<file path="config.mk">
export PLATFORM = sky130hd
export DESIGN_NAME = fir_serial_sym
export DESIGN_NICKNAME = d
export VERILOG_FILES = /design/src/rtl/fir_serial_sym.sv
export SDC_FILE = /design/constraint.sdc
export NUM_CORES = 2
export LEC_CHECK = 0
export CAP_MARGIN = 20
export CORE_UTILIZATION = 60
export DETAILED_ROUTE_END_ITERATION = 10
export PLACE_DENSITY = 0.78
export SYNTH_ARGS = -nofsm -noshare
export SYNTH_HDL_FRONTEND = slang
export SYNTH_SLANG_ARGS = --single-unit
</file>
<file path="constraint.sdc">
create_clock -name sample_clock -period 14.6 [get_ports sample_clock]
set_input_delay 2.92 -clock sample_clock [delete_from_list [all_inputs] [get_ports sample_clock]]
set_output_delay 2.92 -clock sample_clock [all_outputs]
set_load 0.01 [all_outputs]
</file>
<file path="src/rtl/fir_serial_sym.sv">
// Serial symmetric FIR: one pre-adder, one multiplier and one accumulator walk the
// M+1 folded coefficients per input sample, then round, saturate and emit one result.
module fir_serial_sym #(
  parameter int DATA_W    = 16,
  parameter int COEFF_W   = 16,
  parameter int TAPS      = 65,
  parameter int OUT_SHIFT = 15,
  parameter int ROUND     = 1,
  localparam int M        = (TAPS - 1) / 2,
  localparam int AW       = $clog2(M + 1)
) (
  input  logic                      sample_clock,
  input  logic                      reset,
  input  logic                      in_valid,
  output logic                      in_ready,
  input  logic signed [DATA_W-1:0]  input_sample,
  input  logic                      flush,
  input  logic                      coeff_we,
  input  logic [AW-1:0]             coeff_addr,
  input  logic signed [COEFF_W-1:0] coeff_data,
  output logic                      out_valid,
  output logic signed [DATA_W-1:0]  FIR_output_sample,
  output logic                      out_sat
);

  localparam int PW     = (TAPS > 1) ? $clog2(TAPS) : 1;
  localparam int PRE_W  = DATA_W + 1;
  localparam int PROD_W = DATA_W + COEFF_W + 1;
  localparam int ACC_W  = PROD_W + AW;

  localparam logic [ACC_W:0] RND =
    (ROUND != 0 && OUT_SHIFT > 0) ? ((ACC_W+1)'(1) << (OUT_SHIFT - 1)) : '0;
  localparam logic signed [ACC_W:0] YMAX = {{(ACC_W-DATA_W+2){1'b0}}, {(DATA_W-1){1'b1}}};
  localparam logic signed [ACC_W:0] YMIN = {{(ACC_W-DATA_W+2){1'b1}}, {(DATA_W-1){1'b0}}};

  typedef enum logic [1:0] {IDLE, MAC, OUT} state_t;

  state_t                          state_q, state_d;
  logic [TAPS-1:0][DATA_W-1:0]     hist_q, hist_d;
  logic [M:0][COEFF_W-1:0]         coef_q, coef_d;
  logic [PW-1:0]                   wp_q, wp_d;
  logic [PW-1:0]                   ia_q, ia_d;
  logic [PW-1:0]                   ib_q, ib_d;
  logic [AW-1:0]                   k_q, k_d;
  logic signed [ACC_W-1:0]         acc_q, acc_d;
  logic                            in_ready_q, in_ready_d;
  logic                            out_valid_q, out_valid_d;
  logic signed [DATA_W-1:0]        y_q, y_d;
  logic                            sat_q, sat_d;

  logic [PW-1:0]                   wp_nxt;
  logic signed [DATA_W-1:0]        xa, xb;
  logic signed [COEFF_W-1:0]       cf;
  logic signed [PRE_W-1:0]         pre;
  logic signed [PROD_W-1:0]        prod;
  logic signed [ACC_W:0]           rsum, rsh;
  logic signed [DATA_W-1:0]        y_clip;
  logic                            sat_clip;

  // ia walks back from x(n), ib walks forward from the oldest sample x(n-TAPS+1);
  // they meet at the centre tap, where only ia contributes.
  always_comb begin
    wp_nxt = (wp_q == PW'(TAPS - 1)) ? '0 : wp_q + PW'(1);
    xa     = hist_q[ia_q];
    xb     = (k_q == AW'(M)) ? '0 : hist_q[ib_q];
    cf     = coef_q[k_q];
    pre    = {xa[DATA_W-1], xa} + {xb[DATA_W-1], xb};
    prod   = pre * cf;
  end

  always_comb begin
    rsum = {acc_q[ACC_W-1], acc_q} + RND;
    rsh  = rsum >>> OUT_SHIFT;
    if (rsh > YMAX) begin
      y_clip   = {1'b0, {(DATA_W-1){1'b1}}};
      sat_clip = 1'b1;
    end else if (rsh < YMIN) begin
      y_clip   = {1'b1, {(DATA_W-1){1'b0}}};
      sat_clip = 1'b1;
    end else begin
      y_clip   = rsh[DATA_W-1:0];
      sat_clip = 1'b0;
    end
  end

  always_comb begin
    state_d     = state_q;
    hist_d      = hist_q;
    coef_d      = coef_q;
    wp_d        = wp_q;
    ia_d        = ia_q;
    ib_d        = ib_q;
    k_d         = k_q;
    acc_d       = acc_q;
    in_ready_d  = in_ready_q;
    out_valid_d = 1'b0;
    y_d         = y_q;
    sat_d       = sat_q;
    case (state_q)
      IDLE: begin
        if (coeff_we && coeff_addr <= AW'(M)) coef_d[coeff_addr] = coeff_data;
        if (flush) begin
          hist_d = '0;
          wp_d   = '0;
        end else if (in_valid) begin
          hist_d[wp_q] = input_sample;
          ia_d         = wp_q;
          ib_d         = wp_nxt;
          wp_d         = wp_nxt;
          acc_d        = '0;
          k_d          = '0;
          in_ready_d   = 1'b0;
          state_d      = MAC;
        end
      end
      MAC: begin
        acc_d = acc_q + {{AW{prod[PROD_W-1]}}, prod};
        ia_d  = (ia_q == '0) ? PW'(TAPS - 1) : ia_q - PW'(1);
        ib_d  = (ib_q == PW'(TAPS - 1)) ? '0 : ib_q + PW'(1);
        k_d   = k_q + AW'(1);
        if (k_q == AW'(M)) state_d = OUT;
      end
      OUT: begin
        y_d         = y_clip;
        sat_d       = sat_clip;
        out_valid_d = 1'b1;
        in_ready_d  = 1'b1;
        state_d     = IDLE;
      end
      default: state_d = IDLE;
    endcase
  end

  always_ff @(posedge sample_clock or negedge reset) begin
    if (!reset) begin
      state_q     <= IDLE;
      hist_q      <= '0;
      coef_q      <= '0;
      wp_q        <= '0;
      ia_q        <= '0;
      ib_q        <= '0;
      k_q         <= '0;
      acc_q       <= '0;
      in_ready_q  <= 1'b1;
      out_valid_q <= 1'b0;
      y_q         <= '0;
      sat_q       <= 1'b0;
    end else begin
      state_q     <= state_d;
      hist_q      <= hist_d;
      coef_q      <= coef_d;
      wp_q        <= wp_d;
      ia_q        <= ia_d;
      ib_q        <= ib_d;
      k_q         <= k_d;
      acc_q       <= acc_d;
      in_ready_q  <= in_ready_d;
      out_valid_q <= out_valid_d;
      y_q         <= y_d;
      sat_q       <= sat_d;
    end
  end

  assign in_ready          = in_ready_q;
  assign out_valid         = out_valid_q;
  assign FIR_output_sample = y_q;
  assign out_sat           = sat_q;

endmodule

</file>
==> run metrics <==
first-pass GRT wire length about 460000 µm; total power 0.0158 W; Synth Flop Type dfrtp_1; YS warnings 0; Post-layout nets 8537; layout cell share with drive strength beyond 1 0.231; dpl hpwl slightly below 200000 µm; Leak 46.6 nW; RSZ-0062 raised after global routing false; DR iter-0 viols between 10000 and 15000; post-synthesis async set-or-reset flop share 1.00; CTS H-tree depth 4; Total Wirelength 308000 µm; crit share post-route 0.943; syn avg cell area around 12 µm²; Yosys top cell area share 0.432; min-delay worst type reg -> reg; cts hold-fix bufs 0; TNS Setup 0 ns; Die W 402 µm; Vias about 73000; Fin. Hold Viols 0; RePlAce Congestion around 1.0; Core Util, Final 0.662; antenna violations before repair 38; num ports just over 60; main area contributors after synthesis dfrtp_1, mux4_2, mux2_2; Initial Utilization 0.605; Top Usage Layer GRT met2; max_cap viols 0; CTS buffer count 170; Post-DRT Antenna Nets 0; Final Max Tran Viols 0; fmax around 0.073 GHz; Post-Syn Area ~96000 µm²; combined area of the multi-input logic cells roughly 50000 µm²; post-synthesis sequential area ratio 0.432; worst skew pair latency slightly below 0.9 ns; Worst path most repeated cell fa_1; Layout area overhead 9.52%; number of flops mapped to enable cells by yosys 0; met2 Use GR 0.557; CTS Buffer Depth 3; clk sinks approximately 1700; CTS tree built; register area around 41000 µm²; Final setup viols 0; Wirelength per Cell ~30 µm; Clk pin slew, worst setup/hold paths ~0.07 ns; most numerous cell in the Yosys netlist dfrtp_1; fillcell total ~11000; Syn Nets roughly 8700; GRT met1 Usage 0.494; area leader, netlist dfrtp_1; critical path data required time between 15 and 20 ns; gr usage total 0.383; Core ar. between 150000 and 200000 µm²; critical path's largest stage delay 0.82 ns; Max Clock Skew 0.0787 ns; DR vias/cell approximately 7.1; vias in the first global route between 70000 and 80000; worst vdd ir 0.144 mV; routing usage on met3 0.149; Arr. time, crit path 14.45 ns; # rows about 150; CTS Root Cell clkbuf_16; Gate Count Post-Synth 8278; Critical-path top delay cell dfrtp_4; power per cell area roughly 150 nW/µm²; Post-synth top cells dfrtp_1, o21ai_0, nand2_1; global route overflow 0; critical path class reg -> reg; die height 402 µm; count of cell types in the netlist between 80 and 90; die area between 150000 and 200000 µm²; pin count of the biggest net entering global routing approximately 250; DRC Markers 0; synthesized flop and latch total ~1700; DRT Pass-1 Iters 9; critical path launch point type flop; status complete, no violations; CP max FO 26; minimum clock period roughly 14 ns; IO Port Bufs 61; crit path capture type flop; Worst Tran Pin Value around 1.3 ns; Rel. slew slack 0.120
==> through the flow <==
step	setup WS, ns	hold WS (ns)	cell area (µm²)	instances
3_3_place_gp	1.11	0.466	98300	9940
5_1_grt	0.0584	0.510	105000	10288
2_1_floorplan	2.01	0.455	95800	8278
4_1_cts	0.749	0.484	104000	10257
6_report	0.838	0.476	105000	10300
3_5_place_dp	0.821	0.472	98400	9947
==> registers in the layout, indices dropped and copies added (netlist names) <==
signal	count
in_ready	1
ib_q	7
out_sat	1
k_q	6
out_valid	1
state_q	2
acc_q	39
FIR_output_sample	16
hist_q	1040
wp_q	7
coef_q	528
ia_q	7
==> layout by cell type, fill, tap and decap left out, types with 46 or more instances in the layout <==
cell type,count
a21oi_1,116
a221oi_1,85
a22o_1,80
buf_4,217
clkbuf_1,46
clkbuf_16,174
clkdlybuf4s50_1,60
dfrtp_1,1643
fa_1,272
ha_1,147
inv_1,361
mux2_2,573
mux2i_1,186
mux4_2,670
nand2_1,793
nand3_1,558
nor2_1,294
o21ai_0,1099
xnor2_1,81
xor2_1,46
==> what timing repair did <==
item,4_1_cts,5_1_grt
buffers inserted,0,1
endpoints found under the setup margin,0,3
gates resized for setup,0,2
==> worst paths after layout <==
| kind | to | startpoint | slack (ns) | depth (start not counted) |
|---|---|---|---|---|
| setup / recovery | acc_q[30]$_DFFE_PN0P_ | ib_q[0]$_DFFE_PN0P_ | 0.84 | 49 |
| hold / removal | in_ready$_DFFE_PN1P_ | in_ready$_DFFE_PN1P_ | 0.48 | 2 |
| setup reg to reg | acc_q[30]$_DFFE_PN0P_ | ib_q[0]$_DFFE_PN0P_ | 0.84 | 49 |
| hold reg to reg | in_ready$_DFFE_PN1P_ | in_ready$_DFFE_PN1P_ | 0.48 | 2 |
| max in group asynchronous | hist_q[745]$_DFFE_PN0P_ | reset | 9.35 | 4 |
| min in group asynchronous | out_valid$_DFF_PN0_ | reset | 1.99 | 1 |
==> final cells by class <==
type                    instances  area share
multi-input cells            5561       0.481
inverters                     364      0.0130
clock inverters                64     0.00908
well taps                    2072      0.0247
flip-flops and latches       1655       0.395
repair buffers                323      0.0311
clock buffers                 246      0.0461
diodes                         15    0.000358
==> cell families after synthesis <==
family	after synthesis	synth area share
AND/OR/NAND/NOR	1918	0.0893
multiplexers	1429	0.244
flip-flops	1655	0.432
XOR/XNOR	129	0.0118
AO/OA/AOI/OAI	1665	0.102
adder cells (fa/ha/maj)	420	0.0761
buffers and inverters	1062	0.0437
==> critical path: cells and delay by family, from the launching register on <==
family | cells | cell delay [ns]
mux | 3 | 1.55
xor+xnor | 3 | 0.72
buf+inv | 5 | 0.50
flops | 1 | 0.82
fa+ha+maj | 10 | 4.39
simple gates | 4 | 0.57
compound gates | 24 | 5.00
==> report_power, final <==
part / total, W / internal (W) / switching (W)
sequential: 0.00517 / 0.00479 / 0.000373
clock: 0.00450 / 0.00250 / 0.00200
combinational: 0.00618 / 0.00220 / 0.00398
total: 0.0158 / 0.00950 / 0.00635
==> routing by layer <==
layer | wire (µm) | vias up | share of wire
met2 | 133000 | 5099 | 0.43
met4 | 21600 | 30 | 0.070
met5 | 433 | - | 0.0014
met3 | 44100 | 1357 | 0.14
li1 | - | 29562 | -
met1 | 108000 | 37046 | 0.35
Note: power is estimated with default switching activity, not from simulation.
